<file path="config.mk">
export PLATFORM = sky130hd
export DESIGN_NAME = data_load_arbiter
export DESIGN_NICKNAME = d
export VERILOG_FILES = /design/src/rtl/data_load_arbiter_pkg.sv /design/src/rtl/data_load_arbiter_rr.sv /design/src/rtl/data_load_arbiter.sv
export SDC_FILE = /design/constraint.sdc
export NUM_CORES = 1
export LEC_CHECK = 0
export BUFFER_PORTS_ARGS = -buffer_cell sky130_fd_sc_hd__buf_2
export CAP_MARGIN = 5
export CORE_MARGIN = 2
export CORE_UTILIZATION = 44
export CTS_BUF_LIST = sky130_fd_sc_hd__clkbuf_16
export DETAILED_ROUTE_END_ITERATION = 7
export GPL_TIMING_DRIVEN = 0
export PLACE_DENSITY = 0.72
export SYNTH_ARGS = -nofsm -noshare
export SYNTH_HDL_FRONTEND = slang
export SYNTH_SLANG_ARGS = --single-unit
export TNS_END_PERCENT = 10
</file>
<file path="constraint.sdc">
create_clock -name CLK -period 1.6 [get_ports CLK]
set_input_delay 0.16 -clock CLK [delete_from_list [all_inputs] [get_ports CLK]]
set_output_delay 0.16 -clock CLK [all_outputs]
set_load 0.005 [all_outputs]
</file>
<file path="src/rtl/data_load_arbiter_pkg.sv">
`default_nettype none
// ============================================================================
// Module      : data_load_arbiter_pkg
// Description : Shared definitions for the data load arbiter.
//               - FSM state encoding (explicit 2-bit width)
//               - client index constants (CL_PRE = pre-loader, CL_SONG = song loader)
//               - byte width of the data path
//               - helper function that turns a client index into a one-hot vector
// Revision    : 1.0 - initial release
// ============================================================================
package data_load_arbiter_pkg;

    localparam int BYTE_W = 8;
    localparam int NUM_CL = 2;

    localparam int CL_PRE  = 0;
    localparam int CL_SONG = 1;

    localparam logic [1:0] ST_IDLE    = 2'd0;
    localparam logic [1:0] ST_RESTART = 2'd1;
    localparam logic [1:0] ST_STREAM  = 2'd2;
    localparam logic [1:0] ST_DONE    = 2'd3;

    // One-hot form of a client index (bit 0 = CL_PRE, bit 1 = CL_SONG).
    function automatic logic [NUM_CL-1:0] cl_onehot(input logic idx);
        return idx ? 2'b10 : 2'b01;
    endfunction

endpackage : data_load_arbiter_pkg
`default_nettype wire

</file>
<file path="src/rtl/data_load_arbiter_rr.sv">
`default_nettype none
// ============================================================================
// Module      : rr_arbiter_2
// Description : Two-requester round-robin picker (purely combinational).
//               A lone requester always wins; on a tie the client that was
//               NOT served last wins.
// Ports       : pending [1:0] in  - request vector
//               last          in  - index of the client served last
//               pick    [1:0] out - one-hot winner, 0 when nothing pending
// Revision    : 1.0 - initial release
// ============================================================================
module rr_arbiter_2
    import data_load_arbiter_pkg::*;
(
    input  logic [1:0] pending,
    input  logic       last,
    output logic [1:0] pick
);

    always_comb begin
        pick = 2'b00;
        case (pending)
            2'b01:   pick = 2'b01;
            2'b10:   pick = 2'b10;
            2'b11:   pick = cl_onehot(~last);
            default: pick = 2'b00;
        endcase
    end

endmodule : rr_arbiter_2
`default_nettype wire

</file>
<file path="src/rtl/data_load_arbiter.sv">
`default_nettype none
// ============================================================================
// Module      : data_load_arbiter
// Description : Shares one CPU data-load link between two clients
//               (client 0 = pre-loader, client 1 = song loader).
//               FSM: IDLE -> RESTART -> STREAM -> DONE -> IDLE.
//               Session requests are latched as pending and served
//               round-robin; the CPU link is routed combinationally to the
//               owner while streaming.
// Config      : LOAD_ARB_WATCHDOG_EN - when defined, a STREAM idle watchdog
//               aborts the session after watchdog_timeout cycles without
//               cpu_data_ready and pulses timeout_err. Otherwise timeout_err
//               is tied low and no counter exists.
// Parameters  : restart_hold     - cycles cpu_restart is held per session (>=1)
//               watchdog_timeout - STREAM idle-cycle limit (watchdog build only)
// Ports       : CLK, RESET (sync, active high)
//               cl_restart[1:0], cl_init_index[15:0], cl_init_aux_info[15:0],
//               cl_request_data[1:0]                       - client requests
//               cl_data_ready[1:0], cl_data_out[7:0],
//               cl_transmit_finished[1:0]                  - client responses
//               cpu_restart, cpu_init_index[7:0], cpu_init_aux_info[7:0],
//               cpu_request_data                           - CPU link requests
//               cpu_data_ready, cpu_data_in[7:0],
//               cpu_transmit_finished                      - CPU link responses
//               grant[1:0], busy, timeout_err              - status
// Revision    : 1.0 - initial release
// ============================================================================
module data_load_arbiter
    import data_load_arbiter_pkg::*;
#(
    parameter int restart_hold     = 5,
    parameter int watchdog_timeout = 1024
) (
    input  logic                     CLK,
    input  logic                     RESET,
    input  logic [1:0]               cl_restart,
    input  logic [15:0]              cl_init_index,
    input  logic [15:0]              cl_init_aux_info,
    input  logic [1:0]               cl_request_data,
    output logic [1:0]               cl_data_ready,
    output logic [BYTE_W-1:0]        cl_data_out,
    output logic [1:0]               cl_transmit_finished,
    output logic                     cpu_restart,
    output logic [BYTE_W-1:0]        cpu_init_index,
    output logic [BYTE_W-1:0]        cpu_init_aux_info,
    output logic                     cpu_request_data,
    input  logic                     cpu_data_ready,
    input  logic [BYTE_W-1:0]        cpu_data_in,
    input  logic                     cpu_transmit_finished,
    output logic [1:0]               grant,
    output logic                     busy,
    output logic                     timeout_err
);

    localparam int HOLD_W = (restart_hold > 1) ? $clog2(restart_hold) : 1;

    // ------------------------------------------------------------------
    // State
    // ------------------------------------------------------------------
    logic [1:0]                     r_state;
    logic                           r_owner;
    logic                           r_last;
    logic [1:0]                     r_pending;
    logic [1:0][BYTE_W-1:0]         r_index;
    logic [1:0][BYTE_W-1:0]         r_aux;
    logic [HOLD_W-1:0]              r_hold;
    logic [1:0]                     r_fin;

    // ------------------------------------------------------------------
    // Decode
    // ------------------------------------------------------------------
    logic       w_live;
    logic       w_idle;
    logic       w_in_session;
    logic [1:0] w_owner_oh;
    logic       w_owner_restart;
    logic [1:0] w_arb_req;
    logic [1:0] w_pick;
    logic       w_grant_now;
    logic       w_pick_idx;
    logic       w_hold_done;
    logic [1:0] w_pending_nxt;
    logic       w_restart_on;
    logic       w_stream_on;
    logic       w_wd_hit;

    // Outputs are forced low while RESET is asserted, not only after the edge.
    assign w_live       = ~RESET;
    assign w_idle       = (r_state == ST_IDLE);
    assign w_in_session = (r_state == ST_RESTART) || (r_state == ST_STREAM);
    assign w_owner_oh   = cl_onehot(r_owner);

    // The owner re-requesting mid-session restarts its own session instead
    // of queueing behind itself.
    assign w_owner_restart = w_in_session && cl_restart[r_owner];

    // Requests arriving in an IDLE cycle compete immediately, so a single
    // pulse is granted on the very next cycle.
    assign w_arb_req = w_idle ? (r_pending | cl_restart) : 2'b00;

    rr_arbiter_2 u_rr (
        .pending (w_arb_req),
        .last    (r_last),
        .pick    (w_pick)
    );

    assign w_grant_now = |w_pick;
    assign w_pick_idx  = w_pick[1];
    assign w_hold_done = (r_hold == HOLD_W'(restart_hold - 1));

    assign w_pending_nxt = (r_pending
                            | (cl_restart & ~(w_owner_restart ? w_owner_oh : 2'b00)))
                           & ~w_pick;

    // ------------------------------------------------------------------
    // Main FSM
    // ------------------------------------------------------------------
    always_ff @(posedge CLK) begin
        if (RESET) begin
            r_state   <= ST_IDLE;
            r_owner   <= 1'b0;
            r_last    <= 1'(CL_SONG);
            r_pending <= 2'b00;
            r_index   <= '0;
            r_aux     <= '0;
            r_hold    <= '0;
            r_fin     <= 2'b00;
        end else begin
            r_pending <= w_pending_nxt;

            for (int i = 0; i < NUM_CL; i++) begin
                if (cl_restart[i]) begin
                    r_index[i] <= cl_init_index[i*BYTE_W +: BYTE_W];
                    r_aux[i]   <= cl_init_aux_info[i*BYTE_W +: BYTE_W];
                end
            end

            case (r_state)
                ST_IDLE: begin
                    if (w_grant_now) begin
                        r_state           <= ST_RESTART;
                        r_owner           <= w_pick_idx;
                        r_last            <= w_pick_idx;
                        r_hold            <= '0;
                        r_fin[w_pick_idx] <= 1'b0;
                    end
                end
                ST_RESTART: begin
                    if (w_owner_restart) begin
                        r_hold <= '0;
                    end else if (w_hold_done) begin
                        r_state <= ST_STREAM;
                        r_hold  <= '0;
                    end else begin
                        r_hold <= r_hold + HOLD_W'(1);
                    end
                end
                ST_STREAM: begin
                    if (w_owner_restart) begin
                        r_state <= ST_RESTART;
                        r_hold  <= '0;
                    end else if (cpu_transmit_finished) begin
                        r_state        <= ST_DONE;
                        r_fin[r_owner] <= 1'b1;
                    end else if (w_wd_hit) begin
                        // Aborted session: no finished indication.
                        r_state <= ST_IDLE;
                    end
                end
                ST_DONE: begin
                    r_state <= ST_IDLE;
                end
                default: begin
                    r_state <= ST_IDLE;
                end
            endcase
        end
    end

    // ------------------------------------------------------------------
    // Optional STREAM idle watchdog
    // ------------------------------------------------------------------
`ifdef LOAD_ARB_WATCHDOG_EN
    localparam int WD_W = (watchdog_timeout > 1) ? $clog2(watchdog_timeout) : 1;

    logic [WD_W-1:0] r_wd;
    logic            r_timeout;
    logic            w_wd_count;

    assign w_wd_count = (r_state == ST_STREAM) && !w_owner_restart
                        && !cpu_transmit_finished && !cpu_data_ready;
    assign w_wd_hit   = w_wd_count && (r_wd == WD_W'(watchdog_timeout - 1));

    always_ff @(posedge CLK) begin
        if (RESET) begin
            r_wd      <= '0;
            r_timeout <= 1'b0;
        end else begin
            r_timeout <= w_wd_hit;
            if (w_wd_count && !w_wd_hit) begin
                r_wd <= r_wd + WD_W'(1);
            end else begin
                r_wd <= '0;
            end
        end
    end

    assign timeout_err = w_live & r_timeout;
`else
    logic w_unused_wd_cfg;

    assign w_unused_wd_cfg = (watchdog_timeout != 0);
    assign w_wd_hit        = 1'b0;
    assign timeout_err     = 1'b0;
`endif

    // ------------------------------------------------------------------
    // Outputs
    // ------------------------------------------------------------------
    assign w_restart_on = w_live && (r_state == ST_RESTART);
    assign w_stream_on  = w_live && (r_state == ST_STREAM);

    assign busy  = w_live && !w_idle;
    assign grant = (w_live && !w_idle) ? w_owner_oh : 2'b00;

    assign cpu_restart       = w_restart_on;
    assign cpu_init_index    = w_restart_on ? r_index[r_owner] : '0;
    assign cpu_init_aux_info = w_restart_on ? r_aux[r_owner]   : '0;

    // Zero-latency routing between the CPU link and the owning client.
    assign cpu_request_data = w_stream_on && cl_request_data[r_owner];
    assign cl_data_ready    = (w_stream_on && cpu_data_ready) ? w_owner_oh : 2'b00;
    assign cl_data_out      = w_stream_on ? cpu_data_in : '0;

    assign cl_transmit_finished = w_live ? r_fin : 2'b00;

endmodule : data_load_arbiter
`default_nettype wire

</file>
## Word level (Yosys, flattened, before mapping)

Index checks and enable logic that the tools add are counted.

- Add/subtract/negate cells: 1
- Magnitude comparators: 4
- Eq/ne operators: 14
- Mux-type cells: 38
- Bitwise logic cells: 10
- Reduce and logical (&&, ||, !) cells: 18

Operator list:

| kind | count |
|---|---|
| two-way mux 8 bit | 7 |
| two-way mux 2 bit | 15 |
| two-way mux 3 bit | 4 |
| inequality test 2 bit, second input constant | 5 |
| case mux 3 bit (3 select lines) | 1 |
| == test 2 bit, second input constant | 4 |
| logical AND 1 bit | 8 |
| case mux 2 bit (4 select lines) | 1 |
| AND reduction 4 bit | 2 |
| bitwise AND 2 bit | 3 |
| two-way mux 1 bit | 6 |
| inverter 2 bit | 3 |
| OR 2 bit | 3 |
| case mux 2 bit (3 select lines) | 1 |
| == test 2 x 1 -> 1 bit, second input constant | 2 |
| < comparator 1 x 2 -> 1 bit, second input constant | 2 |
| case mux 2 bit (2 select lines) | 1 |
| adder 3 x 1 -> 3 bit, second input constant | 1 |
| == test 3 bit, second input constant | 1 |
| inequality test 3 bit, second input constant | 1 |
| AND reduction 3 bit | 1 |
| nonzero test 3 bit | 1 |
| demux 1 bit (select 1 bit) | 2 |
| greater-or-equal comparator 1 bit, second input constant | 2 |
| other kinds (8) | 8 |

- Register bits: 43
- Input port bits: 48
- Output and inout bits: 34
- Word-level logic and storage cells: 95

## Longest topological paths before layout

- Depth in word-level cells: 12
- Mapped depth: 8
- Mapped depth without buffers: 6

## Modules after synthesis

From an unflattened synthesis, not the netlist that was laid out.

- Cell total of the unflattened synthesis: 245
- Area, all modules: 2182.1 um^2

By module, submodules not included:

| module | instances | cells an instance | area an instance (um^2) | sequential area each (um^2) |
|---|---|---|---|---|
| data_load_arbiter | 1 | 242 | 2163.3 | 860.8 |
| rr_arbiter_2 | 1 | 3 | 18.8 | 0.0 |

## Worst setup path after synthesis

No wires, ideal clock.

- Kind: register to register
- Start point: register r_state[0]
- End point: register r_fin[0]
- Setup time: 0.135 ns
- Arrival time: 1.564 ns
- Data required time: 1.465 ns
- Setup slack: -0.099 ns
- Stages on the path, launching flop included: 9
- Buffers on the path: 2
- Clock period less this slack: 1.699 ns
- Cells stage by stage: dfxtp_1 -> inv_1 -> ha_1 -> clkbuf_1 -> clkinv_1 -> or2_1 -> buf_6 -> a41oi_2 -> a211oi_2

- Longest elaborated chain between the ends: 12
- Elaborated cells on any way between the ends: 25
- Classes of those cells: 2 x order compare; 8 x eq/ne; 6 x mux; 2 x bitwise; 7 x reduce/logical

RTL lines:

| element | RTL line | text |
|---|---|---|
| start, declared | data_load_arbiter.sv:60 | `logic [1:0] r_state;` |
| start signal, assigned | data_load_arbiter.sv:120 | `r_state <= ST_IDLE;` |
| start signal, assigned | data_load_arbiter.sv:141 | `r_state <= ST_RESTART;` |
| start signal, assigned | data_load_arbiter.sv:152 | `r_state <= ST_STREAM;` |
| logical NOT 2 bit | data_load_arbiter.sv:89, data_load_arbiter.sv:138 |  |
| two-way mux 2 bit | data_load_arbiter.sv:99 | `assign w_arb_req = w_idle ? (r_pending \| cl_restart) : 2'b00;` |
| == test 2 bit / == test 2 x 1 -> 1 bit (equally long branches) | data_load_arbiter_rr.sv:22 | `case (pending)` |
| case mux 2 bit (3 select lines) | data_load_arbiter_rr.sv:22 |  |
| < comparator 1 x 2 -> 1 bit (implied by the code) / greater-or-equal comparator 1 bit (equally long branches) | data_load_arbiter.sv:145 | `r_fin[w_pick_idx] <= 1'b0;` |
| logical AND 1 bit (implied by the code) | data_load_arbiter.sv:145 |  |
| two-way mux 1 bit (implied by the code) | data_load_arbiter.sv:145 |  |
| demux 1 bit (select 1 bit) | data_load_arbiter.sv:145 |  |
| inverter 2 bit (no source line) | - |  |
| bitwise AND 2 bit (no source line) | - |  |
| two-way mux 2 bit | data_load_arbiter.sv:140 | `if (w_grant_now) begin` |
| case mux 2 bit (2 select lines) | data_load_arbiter.sv:138 | `case (r_state)` |
| end signal, assigned | data_load_arbiter.sv:127 | `r_fin <= 2'b00;` |
| end signal, assigned by index | data_load_arbiter.sv:145 |  |
| end signal, assigned by index | data_load_arbiter.sv:164 | `r_fin[r_owner] <= 1'b1;` |
| end, declared | data_load_arbiter.sv:67 | `logic [1:0] r_fin;` |

Parallel ways exist; a longest one is shown, timed or not. The select of a mux whose other input is x is not followed.
A chain may end at the register's enable or synchronous reset.

## Worst setup path after layout

- Start point: register r_state[0]
- End point: register r_state[1]

- Longest elaborated chain between the ends: 7
- Elaborated cells on any way between the ends: 19
- Classes of those cells: 10 x eq/ne; 4 x mux; 5 x reduce/logical

RTL lines:

| element | RTL line | text |
|---|---|---|
| logical NOT 2 bit | data_load_arbiter.sv:89, data_load_arbiter.sv:138 |  |
| two-way mux 2 bit | data_load_arbiter.sv:99 |  |
| == test 2 bit / == test 2 x 1 -> 1 bit (equally long branches) | data_load_arbiter_rr.sv:22 |  |
| case mux 2 bit (3 select lines) | data_load_arbiter_rr.sv:22 |  |
| OR reduction 2 bit | data_load_arbiter.sv:107 | `assign w_grant_now = \|w_pick;` |
| inequality test 2 x 1 -> 1 bit (no source line) | - |  |
| AND reduction 4 bit (no source line) | - |  |

Parallel ways exist; a longest one is shown, timed or not.

==> flow_summary.json <==
{
  "status": "finished clean",
  "syn_area_mm2": 0.00221,
  "setup_ws_ps": 12.2,
  "antenna_found_initial": 0,
  "route.detailed.wl_per_inst_um": 13.2,
  "final_core_util_pct": 63.2,
  "yosys.area_share.adder_pct": 2.83,
  "fp-row-count": 25,
  "diodes": 0,
  "fmax_mhz": 630,
  "synthesis.nets": 298,
  "nNetsFinal": 387,
  "powerDensity_mw_per_mm2": 1320,
  "synth_edf_count": 0,
  "drtIter0Drc": 85,
  "rsz0062_at_grt": "true",
  "grt_max_degree": 14,
  "clock-sinks": 43,
  "grt.total_usage_pct": 19.4,
  "max-slew-margin-rel_pct": 64.1,
  "drc": 0,
  "syn_avg_cell_area_um2": 9.03,
  "arrival_ps": 1760,
  "fin_crit_sh_pct": 99.2,
  "endpoint_kind": "flip-flop",
  "tns_ps": 0,
  "root_buffer": "clkbuf_16",
  "cts_tree": "built",
  "fin_skew_ps": 1.20,
  "synth_seq_cells": 43,
  "critPathLaunchType": "flip-flop",
  "irDropWorstVdd_mv": 0.713,
  "async_flop_share_pct": 0,
  "dp_cells": 392,
  "finalCriticalPeriod_ps": 1590,
  "yosysWarnings": 0,
  "dp_hpwl_um": 3710,
  "drv_cap": 0,
  "clk-insertion-delay-late_ps": 280,
  "yosysUniqueCellTypes": 40,
  "clock_path_buffers": 2,
  "syn_inst": 245,
  "area_growth_pct": 36.8,
  "ant_nets": 0,
  "synthXorXnorAreaFrac_pct": 0,
  "multi_input_area_mm2": 0.00130,
  "instances_no_fill": 402,
  "seq_area_um2": 868,
  "dr_total_vias": 1979,
  "fp.dieH_um": 74.9,
  "grt_overflow_total": 0,
  "die_width_um": 74.9,
  "htreeDepth": 2,
  "worst_slew_pin_slew_ps": 538,
  "cp_data_required_time_ps": 1780,
  "cts_buffers": 5,
  "clkTransAtPathRegs_ps": 60,
  "portBuffers": 80,
  "worstPathMaxFanout": 8,
  "initial_core_util_pct": 46.2,
  "yosysSeqAreaShare_pct": 38.9,
  "synthFlopType": "dfxtp_1",
  "synth_top_family_by_area": "multiplexers",
  "setup_viol": 0,
  "synthMuxAreaShare_pct": 22.9,
  "power_leakage_nw": 1.44,
  "final_max_slew_viol_count": 0,
  "hold_viol_final": 0,
  "crit_type": "reg -> reg",
  "die_area_mm2": 0.00561,
  "avgViaCountPerCell": 4.92,
  "min_path_type": "in -> reg",
  "drive_above_1_share_pct": 38.2,
  "totalPowerFinal_mw": 4.01,
  "drt_wl_total_um": 5310,
  "grt_pass1_wl_um": 8280,
  "synth-simple-area-share_pct": 19.5,
  "routabilityCongestion": 0.797,
  "place_ws_ps": -277,
  "dr.pass1.iters": 4,
  "pin_count": 82,
  "core_area_mm2": 0.00479,
  "grt_pass1_vias": 1839,
  "synth_compound_area_share_pct": 10.1,
  "nFillCells": 422
}
-- per-stage QoR --
step / instance area (µm²) / hold WS (ps)
after CTS: 3000 / 110
after detailed placement: 2700 / 402
final: 3030 / 112
after global placement: 2700 / 393
after global routing: 3030 / 114
after floorplan: 2210 / 296
-- path summary, 6_finish.rpt --
path                                    to           startpoint  cells past startpoint  slack (ps)
worst max-delay path            r_state[1]           r_state[0]                      6          10
worst min-delay path              r_aux[3]  cl_init_aux_info[3]                      3         110
worst max register to register  r_state[1]           r_state[0]                      6          10
worst min register to register    r_aux[3]             r_aux[3]                      2         490
-- metal layers --
metal  global-route usage [%]  part of all wire (%)  vias to the layer above
met5                        0                     0                        -
met4                     5.16                  0.79                        0
met3                     5.62                   7.1                        5
met2                     33.0                    48                       63
met1                     24.0                    44                      901
li1                         -                     -                     1010
-- state kept, by name, indices dropped and copies added, names as in the netlist --
signal	count
r_state	2
r_hold	3
r_aux	16
r_pending	2
r_owner	1
r_fin	2
r_last	1
r_index	16
-- final cells by class --
class,count,area share [%]
clock inverter,3,2.11
inverter,8,1.24
clock buffer,5,4.13
sequential,43,28.7
timing repair buffer,83,13.9
tap,67,2.77
multi-input combinational,177,43.1
buffer,16,4.09
-- timing repair --
action | CTS | global route
buffers inserted | 2 | 0
cloned | 1 | 0
endpoints found under the hold margin | 0 | 0
hold buffers | 0 | 0
pin swaps | 1 | 0
gates resized for setup | 27 | 12
setup endpoints to repair | 37 | 24
-- where the power goes --
group,leakage (nW),internal (mW),switching [mW]
clock network,0.0952,0.888,0.401
logic,0.989,0.683,0.742
registers,0.356,1.20,0.0988
total,1.44,2.77,1.24
-- critical path, cell delays in order (launching register included) --
cell and delay (ps):
dfxtp_4 370, inv_6 50, ha_4 270, and2_4 140, o2bb2ai_2 110, or3_4 340, o41ai_2 200
-- cells by family (layout without fill, tap and decap cells) --
| logic type | count (synthesis) | after routing |
|---|---|---|
| adder cells (fa/ha/maj) | 5 | 5 |
| buffers and inverters | 25 | 115 |
| flip-flops | 43 | 43 |
| AO/OA/AOI/OAI | 30 | 30 |
| AND/OR/NAND/NOR | 91 | 91 |
| other | 1 | 1 |
| multiplexers | 50 | 50 |
-- layout by cell type, fill, tap and decap left out, types with 2 or more instances in the layout --
| cell type | count |
|---|---|
| dfxtp_4 | 2 |
| clkbuf_1 | 2 |
| nand4_1 | 4 |
| buf_1 | 2 |
| buf_4 | 5 |
| buf_6 | 3 |
| o21ai_0 | 4 |
| inv_2 | 2 |
| nor2_1 | 48 |
| ha_4 | 3 |
| clkbuf_2 | 2 |
| a211oi_2 | 2 |
| nor2_2 | 3 |
| bufinv_16 | 2 |
| o21ai_1 | 3 |
| mux2i_1 | 49 |
| clkbuf_16 | 6 |
| a21o_1 | 2 |
| dfxtp_1 | 41 |
| or2_1 | 2 |
| buf_2 | 83 |
| inv_1 | 4 |
| nor2b_1 | 5 |
| nand2_1 | 6 |
| nor3_1 | 4 |
| and2_1 | 9 |
| a21oi_1 | 9 |
| and3_1 | 2 |
-- Yosys cell counts (all sizes together), types with 3 or more instances --
library cell | instances | share of area, %
and2 | 10 | 2.8
nor3 | 4 | 0.91
dfxtp | 43 | 39
clkbuf | 7 | 1.2
a211oi | 3 | 1.5
nor2b | 6 | 1.7
ha | 5 | 2.8
a21oi | 9 | 2.0
nand2 | 7 | 1.2
nor2 | 51 | 8.7
buf | 10 | 3.1
inv | 7 | 1.2
o21ai | 8 | 1.8
mux2i | 49 | 22
nand4 | 4 | 1.1
Note: power is estimated with default switching activity, not from simulation.
